==> src/rtl/dma_pkg.sv <==
// Shared definitions for the DMA read path: FSM states, AXI encodings and
// the 4 KB page size that no AXI burst may cross.
package dma_pkg;

    typedef enum logic [1:0] {
        IDLE,
        ADDR,
        DATA,
        STATUS
    } dma_state_e;

    localparam logic [1:0] AXI_BURST_INCR       = 2'b01;
    localparam logic [1:0] AXI_RESP_OKAY        = 2'b00;
    localparam logic [3:0] AXI_CACHE_MODIFIABLE = 4'b0011;
    localparam logic [2:0] AXI_PROT_DEFAULT     = 3'b000;
    localparam int unsigned PAGE_BYTES          = 4096;

endpackage

==> src/rtl/dma_skid_buffer.sv <==
// Two-entry valid/ready buffer. Both s_ready and m_valid come straight from
// registers, so the downstream ready never reaches the upstream ready.
module dma_skid_buffer #(
    parameter int WIDTH = 65
) (
    input  logic             clk,
    input  logic             rst_n,
    input  logic             s_valid,
    output logic             s_ready,
    input  logic [WIDTH-1:0] s_data,
    output logic             m_valid,
    input  logic             m_ready,
    output logic [WIDTH-1:0] m_data,
    output logic             empty
);

    logic [WIDTH-1:0] head_q;
    logic [WIDTH-1:0] tail_q;
    logic [1:0]       count_q;
    logic             push;
    logic             pop;

    assign s_ready = (count_q != 2'd2);
    assign m_valid = (count_q != 2'd0);
    assign m_data  = head_q;
    assign empty   = (count_q == 2'd0);
    assign push    = s_valid && s_ready;
    assign pop     = m_valid && m_ready;

    // head_q is always the oldest entry; tail_q only holds data when full
    always_ff @(posedge clk or negedge rst_n) begin
        if (!rst_n) begin
            head_q  <= '0;
            tail_q  <= '0;
            count_q <= 2'd0;
        end else begin
            case ({push, pop})
                2'b10: begin
                    if (count_q == 2'd0) begin
                        head_q <= s_data;
                    end else begin
                        tail_q <= s_data;
                    end
                    count_q <= count_q + 2'd1;
                end
                2'b01: begin
                    head_q  <= tail_q;
                    count_q <= count_q - 2'd1;
                end
                2'b11: begin
                    if (count_q == 2'd1) begin
                        head_q <= s_data;
                    end else begin
                        head_q <= tail_q;
                        tail_q <= s_data;
                    end
                end
                default: ;
            endcase
        end
    end

endmodule

==> src/rtl/mm2s_burst_reader.sv <==
// Memory-to-stream reader: splits a command into 4 KB-safe AXI INCR bursts,
// one outstanding at a time, and forwards R beats to an AXI-Stream output.
module mm2s_burst_reader
    import dma_pkg::*;
#(
    parameter int DATA_WIDTH = 64,
    parameter int ADDR_WIDTH = 32,
    parameter int MAX_BURST  = 16,
    parameter int LEN_WIDTH  = 16
) (
    input  logic                  m_axi_aclk,
    input  logic                  m_axi_aresetn,
    input  logic                  cmd_valid,
    output logic                  cmd_ready,
    input  logic [ADDR_WIDTH-1:0] cmd_addr,
    input  logic [LEN_WIDTH-1:0]  cmd_len,
    output logic [ADDR_WIDTH-1:0] m_mm2s_axi_araddr,
    output logic [7:0]            m_mm2s_axi_arlen,
    output logic                  m_mm2s_axi_arvalid,
    input  logic                  m_mm2s_axi_arready,
    output logic [2:0]            m_mm2s_axi_arsize,
    output logic [1:0]            m_mm2s_axi_arburst,
    output logic [3:0]            m_mm2s_axi_arcache,
    output logic [2:0]            m_mm2s_axi_arprot,
    input  logic [DATA_WIDTH-1:0] m_mm2s_axi_rdata,
    input  logic [1:0]            m_mm2s_axi_rresp,
    input  logic                  m_mm2s_axi_rlast,
    input  logic                  m_mm2s_axi_rvalid,
    output logic                  m_mm2s_axi_rready,
    output logic [DATA_WIDTH-1:0] m_axis_tdata,
    output logic                  m_axis_tvalid,
    output logic                  m_axis_tlast,
    input  logic                  m_axis_tready,
    output logic                  sts_valid,
    output logic                  sts_error,
    input  logic                  sts_ready
);

    localparam int BEAT_BYTES = DATA_WIDTH / 8;
    localparam int BEAT_SHIFT = $clog2(BEAT_BYTES);
    localparam logic [ADDR_WIDTH-1:0] BEAT_MASK = ADDR_WIDTH'(BEAT_BYTES - 1);

    dma_state_e            state_q;
    dma_state_e            state_d;
    logic                  rst_done_q;
    logic [ADDR_WIDTH-1:0] addr_q;
    logic [LEN_WIDTH-1:0]  remaining_q;
    logic [8:0]            burst_beats_q;
    logic [8:0]            beat_cnt_q;
    logic                  err_q;
    logic                  drain_q;
    logic [ADDR_WIDTH-1:0] araddr_q;
    logic [7:0]            arlen_q;

    logic                  cmd_fire;
    logic                  ar_fire;
    logic                  beat_fire;
    logic                  last_of_burst;
    logic                  burst_end;
    logic                  final_beat;
    logic [ADDR_WIDTH-1:0] cmd_addr_aligned;
    logic [ADDR_WIDTH-1:0] addr_next;
    logic [LEN_WIDTH-1:0]  remaining_next;
    logic [ADDR_WIDTH-1:0] plan_addr;
    logic [LEN_WIDTH-1:0]  plan_rem;
    logic [12:0]           page_room;
    logic [8:0]            plan_beats;

    logic                  skid_s_ready;
    logic                  skid_m_valid;
    logic [DATA_WIDTH:0]   skid_m_data;
    logic                  skid_empty;

    assign cmd_fire         = cmd_valid && cmd_ready;
    assign ar_fire          = m_mm2s_axi_arvalid && m_mm2s_axi_arready;
    assign beat_fire        = m_mm2s_axi_rvalid && m_mm2s_axi_rready;
    assign last_of_burst    = (beat_cnt_q == (burst_beats_q - 9'd1));
    assign burst_end        = beat_fire && last_of_burst;
    assign cmd_addr_aligned = cmd_addr & ~BEAT_MASK;
    assign addr_next        = addr_q + (ADDR_WIDTH'(burst_beats_q) << BEAT_SHIFT);
    assign remaining_next   = remaining_q - LEN_WIDTH'(burst_beats_q);
    assign final_beat       = last_of_burst && (remaining_next == '0);

    // Bursts are sized either from a fresh command or from the post-burst position
    assign plan_addr = (state_q == IDLE) ? cmd_addr_aligned : addr_next;
    assign plan_rem  = (state_q == IDLE) ? cmd_len : remaining_next;
    assign page_room = (13'(PAGE_BYTES) - {1'b0, plan_addr[11:0]}) >> BEAT_SHIFT;

    always_comb begin
        plan_beats = 9'(MAX_BURST);
        if (page_room < 13'(plan_beats)) begin
            plan_beats = 9'(page_room);
        end
        if (32'(plan_rem) < 32'(plan_beats)) begin
            plan_beats = 9'(plan_rem);
        end
    end

    always_ff @(posedge m_axi_aclk or negedge m_axi_aresetn) begin
        if (!m_axi_aresetn) begin
            state_q    <= IDLE;
            rst_done_q <= 1'b0;
        end else begin
            state_q    <= state_d;
            rst_done_q <= 1'b1;
        end
    end

    always_comb begin
        state_d = state_q;
        case (state_q)
            IDLE: begin
                if (cmd_fire) begin
                    state_d = (cmd_len == '0) ? STATUS : ADDR;
                end
            end
            ADDR: begin
                if (ar_fire) begin
                    state_d = DATA;
                end
            end
            DATA: begin
                if (burst_end && (remaining_next != '0)) begin
                    state_d = ADDR;
                end else if (drain_q && skid_empty) begin
                    state_d = STATUS;
                end
            end
            STATUS: begin
                if (sts_ready) begin
                    state_d = IDLE;
                end
            end
            default: state_d = IDLE;
        endcase
    end

    // drain_q stops further R acceptance once the command's last beat is in the buffer
    always_comb begin
        cmd_ready          = (state_q == IDLE) && rst_done_q;
        m_mm2s_axi_arvalid = (state_q == ADDR);
        m_mm2s_axi_rready  = (state_q == DATA) && !drain_q && skid_s_ready;
        sts_valid          = (state_q == STATUS);
        sts_error          = (state_q == STATUS) && err_q;
    end

    always_ff @(posedge m_axi_aclk or negedge m_axi_aresetn) begin
        if (!m_axi_aresetn) begin
            addr_q        <= '0;
            remaining_q   <= '0;
            burst_beats_q <= '0;
            beat_cnt_q    <= '0;
            err_q         <= 1'b0;
            drain_q       <= 1'b0;
            araddr_q      <= '0;
            arlen_q       <= '0;
        end else begin
            if (cmd_fire) begin
                addr_q      <= cmd_addr_aligned;
                remaining_q <= cmd_len;
                err_q       <= 1'b0;
                drain_q     <= 1'b0;
                beat_cnt_q  <= '0;
                if (cmd_len != '0) begin
                    burst_beats_q <= plan_beats;
                    araddr_q      <= plan_addr;
                    arlen_q       <= 8'(plan_beats - 9'd1);
                end
            end
            if (beat_fire) begin
                if (m_mm2s_axi_rresp != AXI_RESP_OKAY) begin
                    err_q <= 1'b1;
                end
                // Our own beat count closes the burst; rlast is only cross-checked
                if (last_of_burst) begin
                    if (!m_mm2s_axi_rlast) begin
                        err_q <= 1'b1;
                    end
                    beat_cnt_q  <= '0;
                    addr_q      <= addr_next;
                    remaining_q <= remaining_next;
                    if (remaining_next != '0) begin
                        burst_beats_q <= plan_beats;
                        araddr_q      <= plan_addr;
                        arlen_q       <= 8'(plan_beats - 9'd1);
                    end else begin
                        drain_q <= 1'b1;
                    end
                end else begin
                    if (m_mm2s_axi_rlast) begin
                        err_q <= 1'b1;
                    end
                    beat_cnt_q <= beat_cnt_q + 9'd1;
                end
            end
        end
    end

    assign m_mm2s_axi_araddr  = araddr_q;
    assign m_mm2s_axi_arlen   = arlen_q;
    assign m_mm2s_axi_arsize  = 3'(BEAT_SHIFT);
    assign m_mm2s_axi_arburst = AXI_BURST_INCR;
    assign m_mm2s_axi_arcache = AXI_CACHE_MODIFIABLE;
    assign m_mm2s_axi_arprot  = AXI_PROT_DEFAULT;

    dma_skid_buffer #(
        .WIDTH (DATA_WIDTH + 1)
    ) u_skid (
        .clk     (m_axi_aclk),
        .rst_n   (m_axi_aresetn),
        .s_valid (beat_fire),
        .s_ready (skid_s_ready),
        .s_data  ({final_beat, m_mm2s_axi_rdata}),
        .m_valid (skid_m_valid),
        .m_ready (m_axis_tready),
        .m_data  (skid_m_data),
        .empty   (skid_empty)
    );

    assign m_axis_tvalid = skid_m_valid;
    assign m_axis_tdata  = skid_m_data[DATA_WIDTH-1:0];
    assign m_axis_tlast  = skid_m_valid && skid_m_data[DATA_WIDTH];

endmodule

==> config.mk <==
export PLATFORM = sky130hd
export DESIGN_NAME = mm2s_burst_reader
export DESIGN_NICKNAME = d
export VERILOG_FILES = /design/src/rtl/dma_pkg.sv /design/src/rtl/dma_skid_buffer.sv /design/src/rtl/mm2s_burst_reader.sv
export SDC_FILE = /design/constraint.sdc
export NUM_CORES = 1
export LEC_CHECK = 0
export BUFFER_PORTS_ARGS = -buffer_cell sky130_fd_sc_hd__buf_2
export CAP_MARGIN = 20
export CORE_MARGIN = 1.5
export CORE_UTILIZATION = 55
export DETAILED_ROUTE_END_ITERATION = 8
export PLACE_DENSITY = 0.79
export SLEW_MARGIN = 40
export SYNTH_ARGS = -nofsm -noshare
export SYNTH_HDL_FRONTEND = slang
export SYNTH_SLANG_ARGS = --single-unit
==> constraint.sdc <==
create_clock -name m_axi_aclk -period 6.14 [get_ports m_axi_aclk]
set_clock_uncertainty 0.05 [all_clocks]
set_input_delay 0.307 -clock m_axi_aclk [delete_from_list [all_inputs] [get_ports m_axi_aclk]]
set_output_delay 0.307 -clock m_axi_aclk [all_outputs]
set_load 0.01 [all_outputs]
==> Word-level counts from Yosys, hierarchy flattened <==
Cells that the tools add are included.
{ "classes": {"n_reduce_logical": 30, "eq_ne": 16, "addsub": 8, "mux": 52, "n_lt_le_gt_ge": 2} }
{ "ops": {"columns": ["cell", "n"], "rows": [
  ["32-bit 2-to-1 mux", 9],
  ["65-bit 2-to-1 mux", 4],
  ["65-bit case mux with 3 select lines", 1],
  ["65-bit case mux with 2 select lines", 1],
  ["9-bit 2-to-1 mux", 10],
  ["16-bit 2-to-1 mux", 4],
  ["8-bit 2-to-1 mux", 5],
  ["32-bit by 12-bit adder with 32-bit output", 1],
  ["16-bit logical NOT", 2],
  ["16-bit nonzero test", 2],
  ["16-bit by 9-bit less-than comparator with 1-bit output", 1],
  ["16-bit by 9-bit subtractor with 16-bit output", 1],
  ["1-bit logical AND", 14],
  ["13-bit by 12-bit subtractor with 13-bit output, first input constant", 1],
  ["2-bit 2-to-1 mux", 6],
  ["10-bit by 5-bit less-than comparator with 1-bit output, second input constant", 1],
  ["1-bit 2-to-1 mux", 10],
  ["2-bit inequality test, second input constant", 5],
  ["2-bit nonzero test", 5],
  ["9-bit by 1-bit adder with 9-bit output, second input constant", 1],
  ["9-bit == test", 1],
  ["9-bit by 1-bit subtractor with 9-bit output, second input constant", 1],
  ["2-bit == test, second input constant", 4],
  ["2-bit case mux with 4 select lines", 1],
  ["13 further kinds", 17]
]} }
{ "word_totals": {"out_inout_bits": 123, "regBits": 243, "inputBits": 122} }

==> Logic depth before layout (Yosys ltp) <==
Gate-level depths: netlist of the first run.
{ "depth": {"ltp_word": 13, "depth_mapped": 25, "ltp_nobuf": 24} }

==> Modules after synthesis <==
Synthesis of the first run repeated with hierarchy kept, for this count alone.
{ "hier_totals": {"hier_cells": 1501, "area_unflattened_um2": 14203.6} }
{ "modules_own_cells": {"columns": ["module", "cells_each", "area_per_inst_um2", "n_inst", "seq_area_each_um2"], "rows": [
  ["mm2s_burst_reader", 953, 7932.6, 1, 2777.7],
  ["dma_skid_buffer", 548, 6271.0, 1, 3303.2]
]} }

==> Worst setup path after synthesis of the first run <==
OpenSTA, ideal clock, no wires.
{ "synth_path": {"path_kind": "register -> register", "start": "register burst_beats_q[0]", "end": "register arlen_q[6], in the netlist m_mm2s_axi_arlen[6]", "stages_incl_launch_ff": 26, "arrival_ps": 4735, "path_slack_ps": 1277, "path_buffers": 1, "required_time_ps": 6013, "period_less_slack_ps": 4863, "path_cell_list": "dfrtp_1 -> ha_1 -> inv_1 -> fa_1 -> nand2b_1 -> a211oi_1 -> o21a_1 -> o31ai_2 -> o2111a_1 -> and2_1 -> buf_2 -> ha_1 -> a21o_1 -> a21o_1 -> a21oi_1 -> o21ai_0 -> a21oi_1 -> nand3_2 -> mux2_2 -> ha_1 -> nand2_1 -> nor3_1 -> nand2_1 -> xnor2_1 -> mux2_2 -> a21oi_1"} }
{ "synth_between": {"elab_chain_len": 13, "elab_cells_between_ends": 18} }
{ "synth_lines": {"columns": ["element", "line", "text"], "rows": [
  ["start, declared", "mm2s_burst_reader.sv:48", "logic [8:0] burst_beats_q;"],
  ["start signal, assigned", "mm2s_burst_reader.sv:165", "burst_beats_q <= plan_beats;"],
  ["start signal, assigned", "mm2s_burst_reader.sv:183", "burst_beats_q <= plan_beats;"],
  ["32-bit by 12-bit adder with 32-bit output", "mm2s_burst_reader.sv:80", "assign addr_next = addr_q + (ADDR_WIDTH'(burst_beats_q) << BEAT_SHIFT);"],
  ["32-bit 2-to-1 mux", "mm2s_burst_reader.sv:85", "assign plan_addr = (state_q == IDLE) ? cmd_addr_aligned : addr_next;"],
  ["13-bit by 12-bit subtractor with 13-bit output", "mm2s_burst_reader.sv:87", "assign page_room = (13'(PAGE_BYTES) - {1'b0, plan_addr[11:0]}) >> BEAT_SHIFT;"],
  ["10-bit by 5-bit less-than comparator with 1-bit output", "mm2s_burst_reader.sv:91", "if (page_room < 13'(plan_beats)) begin"],
  ["9-bit 2-to-1 mux", "mm2s_burst_reader.sv:91", null],
  ["16-bit by 9-bit less-than comparator with 1-bit output", "mm2s_burst_reader.sv:94", "if (32'(plan_rem) < 32'(plan_beats)) begin"],
  ["9-bit 2-to-1 mux", "mm2s_burst_reader.sv:94", null],
  ["8-bit by 1-bit subtractor with 8-bit output", "mm2s_burst_reader.sv:167, mm2s_burst_reader.sv:185", null],
  ["8-bit 2-to-1 mux", "mm2s_burst_reader.sv:164", "if (cmd_len != '0) begin"],
  ["8-bit 2-to-1 mux", "mm2s_burst_reader.sv:158", "if (cmd_fire) begin"],
  ["8-bit 2-to-1 mux", "mm2s_burst_reader.sv:182", "if (remaining_next != '0) begin"],
  ["8-bit 2-to-1 mux", "mm2s_burst_reader.sv:175", "if (last_of_burst) begin"],
  ["8-bit 2-to-1 mux (*)", "mm2s_burst_reader.sv:170", "if (beat_fire) begin"],
  ["end signal, assigned", "mm2s_burst_reader.sv:167", "arlen_q <= 8'(plan_beats - 9'd1);"],
  ["end signal, assigned", "mm2s_burst_reader.sv:185", "arlen_q <= 8'(plan_beats - 9'd1);"],
  ["end, declared", "mm2s_burst_reader.sv:53", "logic [7:0] arlen_q;"]
]} }
Every way passes the cells marked *; elsewhere a longest branch is shown, timed or not.
A chain may end at the register's enable or synchronous reset.

==> Worst setup path in the final report of the first run <==
{ "layout_path": {"start": "register burst_beats_q[1]", "end": "register arlen_q[6], in the netlist m_mm2s_axi_arlen[6]"} }
Same word-level chain as after synthesis.

==> results of run 1 <==
==> cells in the mapped netlist, types with 4 or more instances <==
| cell type | instances | area share (%) |
|---|---|---|
| a211oi_1 | 9 | 0.50 |
| xor2_1 | 21 | 1.4 |
| nor3_1 | 20 | 0.74 |
| o2111ai_1 | 4 | 0.26 |
| nand4_1 | 7 | 0.32 |
| a31oi_1 | 14 | 0.65 |
| o22ai_1 | 4 | 0.18 |
| nor2_1 | 105 | 2.9 |
| o21a_1 | 6 | 0.33 |
| a31o_2 | 5 | 0.32 |
| nor2b_1 | 11 | 0.51 |
| mux2i_1 | 17 | 1.3 |
| xnor2_1 | 39 | 2.5 |
| dfrtp_1 | 243 | 45 |
| a21o_1 | 12 | 0.67 |
| nand3_1 | 21 | 0.78 |
| buf_2 | 21 | 0.78 |
| ha_1 | 35 | 3.2 |
| mux2_2 | 68 | 5.7 |
| o211ai_1 | 5 | 0.28 |
| clkbuf_1 | 49 | 1.4 |
| o21ai_1 | 22 | 0.81 |
| nor3b_1 | 4 | 0.22 |
| a22oi_1 | 66 | 3.7 |
| inv_1 | 30 | 0.83 |
| a311oi_1 | 12 | 0.78 |
| and2_1 | 5 | 0.23 |
| buf_4 | 78 | 4.3 |
| nand2b_1 | 12 | 0.55 |
| o31ai_1 | 7 | 0.39 |
| o21ai_0 | 115 | 4.3 |
| or3_1 | 8 | 0.37 |
| and3_1 | 23 | 1.1 |
| a21oi_1 | 67 | 2.5 |
| nand2_1 | 194 | 5.4 |
| nor4_1 | 5 | 0.23 |
==> cell type report <==
| type | instances | area, um2 |
|---|---|---|
| clock inverters | 6 | 37.5 |
| fillers | 1883 | 8220 |
| well taps | 324 | 405 |
| inverters | 32 | 120 |
| flip-flops and latches | 243 | 6080 |
| repair buffers | 318 | 2060 |
| diodes | 1 | 2.50 |
| multi-input cells | 1015 | 6520 |
| clock buffers | 39 | 801 |
==> through the flow <==
step                total power [mW]  area (um2)
floorplan                       6.08       13600
global placement                6.84       14400
detailed placement              7.01       14500
CTS                             8.62       16000
global route                    9.31       16000
finish                          8.69       16000
==> worst max-delay path, cell delays in order, from the launching register on <==
cell      delay, ns
dfrtp_1        0.47
inv_1          0.19
fa_1           0.48
nand2b_1       0.19
a211oi_1       0.29
nor3_1         0.12
o31ai_2        0.30
o2111a_1       0.31
and2_1         0.33
nand2_1        0.14
ha_1           0.20
a21o_1         0.15
a21oi_1        0.15
o21ai_0        0.09
a21oi_1        0.31
nand3_2        0.24
mux2_1         0.31
ha_1           0.25
nand2_1        0.10
nor3_1         0.14
nand2_1        0.08
xnor2_1        0.15
mux2_2         0.28
a21oi_1        0.13
==> layer usage <==
| metal | up-vias | track usage [%] |
|---|---|---|
| met1 | 5534 | 34.5 |
| met3 | 78 | 4.96 |
| met4 | 0 | 9.09 |
| met2 | 462 | 45.4 |
| li1 | 5381 | - |
| met5 | - | 0 |
==> sequential cells by signal (all words and copies together) (netlist names) <==
signal / count
beat_cnt_q: 9
drain_q: 1
remaining_q: 16
state_q: 2
m_mm2s_axi_araddr: 32
u_skid.m_data: 65
addr_q: 32
m_mm2s_axi_arlen: 8
burst_beats_q: 9
u_skid.tail_q: 65
u_skid.count_q: 2
err_q: 1
rst_done_q: 1
==> power by group through the flow <==
stage	Combinational, mW	Sequential (mW)	Clock [mW]
after floorplan	3.32	2.75	0
after global placement	4.05	2.79	0
after detailed placement	4.18	2.83	0
after CTS	4.25	2.81	1.56
after global routing	4.77	2.93	1.62
final	4.32	2.83	1.53
==> kinds of logic after synthesis <==
family                   count (synthesis)
AO/OA/AOI/OAI                          375
other                                    2
XOR/XNOR                                60
AND/OR/NAND/NOR                        437
buffers and inverters                  185
multiplexers                            89
flip-flops                             243
adder cells (fa/ha/maj)                 37
==> final timing paths <==
check / endpoint / slack (ns) / start / cells after the start
hold reg to reg: m_mm2s_axi_araddr[21]$_DFF_PN0_ / 0.42 / m_mm2s_axi_araddr[21]$_DFF_PN0_ / 2
min in group asynchronous: u_skid.m_data[27]$_DFFE_PN0P_ / 0.28 / m_axi_aresetn / 2
hold / removal: m_mm2s_axi_araddr[30]$_DFF_PN0_ / 0.02 / cmd_addr[30] / 3
setup / recovery: m_mm2s_axi_arlen[6]$_DFF_PN0_ / 0.63 / burst_beats_q[1]$_DFF_PN0_ / 23
setup reg to reg: m_mm2s_axi_arlen[6]$_DFF_PN0_ / 0.63 / burst_beats_q[1]$_DFF_PN0_ / 23
max in group asynchronous: burst_beats_q[8]$_DFF_PN0_ / 4.69 / m_axi_aresetn / 3
==> reports/qor.csv, run 1 <==
metric,value,unit
Combinational Power Share,49.7,%
mapped cell area,13500,um2
"flops & latches, synth",243,
Gate Count Post-Synth,1428,
all-layer global routing usage,26.7,%
Post-DP HPWL,22300,um
CP required,6.54,ns
Slew @ Worst Pin,0.777,ns
final hold slack,0.0189,ns
Initial Utilization,55.8,%
final hold vios,0,
area share of fa/ha/maj cells after synthesis,3.53,%
status,"finished, final reports clean",
worst vdd ir,0.311,mV
# hold bufs at CTS,70,
DRC,0,
Fmax achieved,182,MHz
maximum fanout along the worst path,8,
port buffer count,229,
dpl cells,1861,
RD Place Congestion,0.928,
max cap viols,0,
Inserted Clock Buffers,26,
Sink Count,243,
post-synthesis compound-gate area fraction,17.6,%
Via density,5.79,
Avg WL per Cell,17.5,um
final std cells w/o fill,1978,
global-route wire length before repair,56400,um
critical path capture point type,register,
die area,25500,um2
CTS root buffer,clkbuf_16,
largest family of logic cells by synthesized area,compound AO/OA/AOI/OAI gates,
"Clk Latency, worst-skew pair",0.53,ns
H-tree lvl count,1,
Core Region,24200,um2
simple logic cell fraction of the synthesized area,15.0,%
initial antenna violation count,1,
most frequent cells in the layout,"dfrtp_1, buf_2, nand2_1",
number of vias in the routed layout,11500,
max_slew headroom,48.2,%
"CTS clk-pin slew, worst paths",0.06,ns
highest metal layer with signal wires,met4,
postcts setup bufs,0,
leakage power,7.27,nW
fin crit share,89.7,%
Post-synth EDFFs,0,
worst setup margin,0.634,ns
ys flop type,dfrtp_1,
dpl ws,0.711,ns
Sequential Power Share,32.6,%
"commonest non-fill, non-tap cell in the layout",dfrtp_1,
worst path arrival time,5.91,ns
iteration count of the initial detailed-routing pass,6,
Worst Hold Class,input port to register,
largest net degree at the start of global routing,122,
Routed met3 length,2570,um
Avg Inst Size Synth,9.47,um2
post-synth cell types,82,
CTS Buffer Depth,3,
Yosys warning count,0,
met2 WL,16200,um
sequential element share of the synthesized area,45.0,%
vias in the first global route,11300,
Area growth syn-to-layout,18.5,%
clock tree from TritonCTS,built,
count of final max-slew check failures,0,
Post-synth ARST share,100,%
Int Power,5.05,mW
fin crit period,5.51,ns
sw frac,41.9,%
final wirelength,34700,um
initial DRC count,996,
Setup crit start kind,register,
I/O Pins,245,
clock network power share,17.7,%
"Core Util, Final",66.1,%
setup_tns,0,ns
detailed-route wire length on metal 1,14800,um
layout cell share with drive strength beyond 1,23.7,%
gr ovfl total,0,
xor and xnor area share after synthesis,3.88,%
multiplexer area fraction after synthesis,7.33,%
RSZ-0062 raised after global routing,false,
post-cts resize count,0,
Die W,160,um
power density cells,542,nW/um2
Routed Antenna Nets,0,
Final setup viols,0,
height of the die,160,um
Final #Nets,1795,
row count,57,
net switching power,3.64,mW
worst setup path class,register to register,
Note: power is estimated with default switching activity, not from simulation.
==> run 2, diff against run 1 <==
- MAX_ROUTING_LAYER: not set -> met4
- REMOVE_ABC_BUFFERS: not set -> 1
==> run 2 against run 1 <==
Net effect: flip-flop and latch count stayed put; clock power is 15% higher; global-route usage is 4.0 points higher; die area stayed put; sequential power is 1% higher; maximum frequency is 0.88% lower; cell count is 0.66% higher; design area is 1.2% higher; non-clock buffer count is 9 higher; critical path type unchanged; highest routed layer unchanged.
==> reports/qor.csv, run 2 (same netlist as run 1, synthesis figures left out) <==
metric,value,unit,change
status,"finished, final reports clean",,
critical path capture point type,register,,
all-layer global routing usage,30.7,%,+4.0 points
sw frac,42.5,%,+0.69 points
initial DRC count,1153,,+16%
CP required,6.57,ns,+0.03 ns
Int Power,5.21,mW,+3.1%
"Clk Latency, worst-skew pair",0.55,ns,+0.02 ns
CP peak stage delay,0.50,ns,+0.02 ns
final hold vios,0,,unchanged
Die W,160,um,unchanged
Fmax achieved,180,MHz,-0.88%
RD Place Congestion,0.958,,+3.2%
critical path's top delay family,compound AO/OA/AOI/OAI gates,,
Inserted Clock Buffers,27,,+3.8%
fin area,16200,um2,+1.2%
worst-path cell chain,inv_1 > fa_1 > nand2b_1 > a211oi_1 > nor3_1 > o31ai_2 > o2111a_1 > and2_1 > nand2_1 > ha_1 > a21o_1 > a21oi_1 > o21ai_0 > a21oi_1 > nand3_2 > mux2_1 > ha_1 > nand2_1 > nor3_1 > nand2_1 > xnor2_1 > mux2_2 > a21oi_1,,
Via density,5.93,,+2.3%
port buffer count,229,,unchanged
# hold bufs at CTS,81,,+16%
Initial Utilization,55.8,%,unchanged
clock network power share,19.4,%,+1.7 points
net switching power,3.85,mW,+6.0%
final wirelength,38200,um,+10%
fillcell total,1848,,-1.9%
worst path arrival time,5.99,ns,+0.08 ns
Sequential Power Share,31.7,%,-0.9 points
Setup crit start kind,register,,
CTS Buffer Depth,3,,unchanged
H-tree lvl count,1,,unchanged
Final setup viols,0,,unchanged
worst setup margin,0.585,ns,-0.0490 ns
count of final max-slew check failures,0,,unchanged
CTS root buffer,clkbuf_16,,
clock tree from TritonCTS,built,,
setup_tns,0,ns,unchanged
Combinational Power Share,48.9,%,-0.8 points
largest net degree at the start of global routing,131,,+7.4%
leakage power,7.36,nW,+1.2%
WP buf/inv,1,,unchanged
worst setup path class,register to register,,
layout cell share with drive strength beyond 1,23.7,%,+0.056 points
maximum fanout along the worst path,8,,unchanged
Final #Nets,1805,,+0.56%
initial antenna violation count,1,,unchanged
Area growth syn-to-layout,19.9,%,
Hold Crit Depth,3,,unchanged
vias in the first global route,11400,,+0.68%
I/O Pins,245,,unchanged
max_slew headroom,41.0,%,-7.1 points
"Max stage delay cell, worst path",dfrtp_1,,
dpl ws,0.576,ns,-0.135 ns
post-cts resize count,0,,unchanged
RSZ-0062 raised after global routing,false,,
height of the die,160,um,unchanged
Routed Antenna Nets,0,,unchanged
worst vdd ir,0.346,mV,+11%
fin crit share,90.5,%,+0.80 points
Post-DP HPWL,24300,um,+9.1%
"commonest non-fill, non-tap cell in the layout",dfrtp_1,,
critical path depth in cells,23,,unchanged
number of vias in the routed layout,11800,,+3.0%
Sink Count,243,,unchanged
row count,57,,unchanged
DRC,0,,unchanged
Avg WL per Cell,19.2,um,+9.3%
r2r worst-path depth,23,,unchanged
gr ovfl total,0,,unchanged
Core Region,24200,um2,unchanged
max cap viols,0,,unchanged
die area,25500,um2,unchanged
"CTS clk-pin slew, worst paths",0.06,ns,about the same
power density cells,558,nW/um2,+3.0%
Worst Hold Class,input port to register,,
fin crit period,5.56,ns,+0.0490 ns
Post-DP Area,14400,um2,-0.16%
global-route wire length before repair,61600,um,+9.2%
Slew @ Worst Pin,0.885,ns,+0.107 ns
postcts setup bufs,0,,unchanged
most frequent cells in the layout,"dfrtp_1, buf_2, nand2_1",,
iteration count of the initial detailed-routing pass,6,,unchanged
==> run 2: cell count changes in the layout (fill, tap and decap cells not counted), sizes merged <==
cell,previous run,this run
clkbuf,39,33
inv,32,34
bufinv,0,5
buf,248,246
dlygate4sd3,70,81
clkinv,3,6
==> run 2: per-layer routing <==
metal | vias to the layer above | GRT usage [%] | share of wire [%]
met5 | - | - | 0
met3 | 89 | 4.99 | 8.4
li1 | 5393 | - | -
met2 | 591 | 48.6 | 47
met1 | 5727 | 41.0 | 42
met4 | 0 | 9.05 | 3.1
==> run 2: final timing paths <==
kind	startpoint	endpoint	slack, ns
max	burst_beats_q[1]$_DFF_PN0_	m_mm2s_axi_arlen[6]$_DFF_PN0_	0.58
min	cmd_addr[28]	m_mm2s_axi_araddr[28]$_DFF_PN0_	0.01
max reg2reg	burst_beats_q[1]$_DFF_PN0_	m_mm2s_axi_arlen[6]$_DFF_PN0_	0.58
min reg2reg	u_skid.m_data[56]$_DFFE_PN0P_	u_skid.m_data[56]$_DFFE_PN0P_	0.42
max in group asynchronous	m_axi_aresetn	u_skid.tail_q[22]$_DFFE_PN0P_	4.49
min in group asynchronous	m_axi_aresetn	u_skid.m_data[59]$_DFFE_PN0P_	0.27
==> run 2: final cells by class <==
type                            instances  area [um2]  share of cell area (%)
Multi-Input combinational cell       1015        6520                    40.2
Sequential cell                       243        6080                    37.5
Timing Repair Buffer                  327        2140                    13.2
Clock buffer                           33         728                    4.49
Tap cell                              324         405                    2.50
Clock inverter                         16         231                    1.43
Inverter                               32         120                   0.740
Antenna cell                            1        2.50                  0.0154
==> run 2: worst min-delay path: stages <==
cell and delay [ns]:
buf_2 0.09, mux2i_1 0.06, o21ai_1 0.11
==> run 2: power by group through the flow <==
stage,clock (mW),combinational [mW],sequential [mW]
global placement,0,4.19,2.80
floorplan,0,2.92,2.88
CTS,1.77,4.37,2.83
finish,1.76,4.43,2.87
global route,1.85,4.90,2.95
detailed placement,0,4.30,2.85
==> run 2: per-stage QoR <==
step / hold slack (ns) / total power, mW / instances / util (%)
finish: 0.0101 / 9.06 / 1991 / 66.9
global route: 0.0181 / 9.69 / 1991 / 66.9
CTS: 0.00254 / 8.97 / 1990 / 66.9
detailed placement: 0.226 / 7.15 / 1860 / 59.6
global placement: 0.398 / 6.98 / 1858 / 59.3
floorplan: -0.0386 / 5.80 / 1290 / -
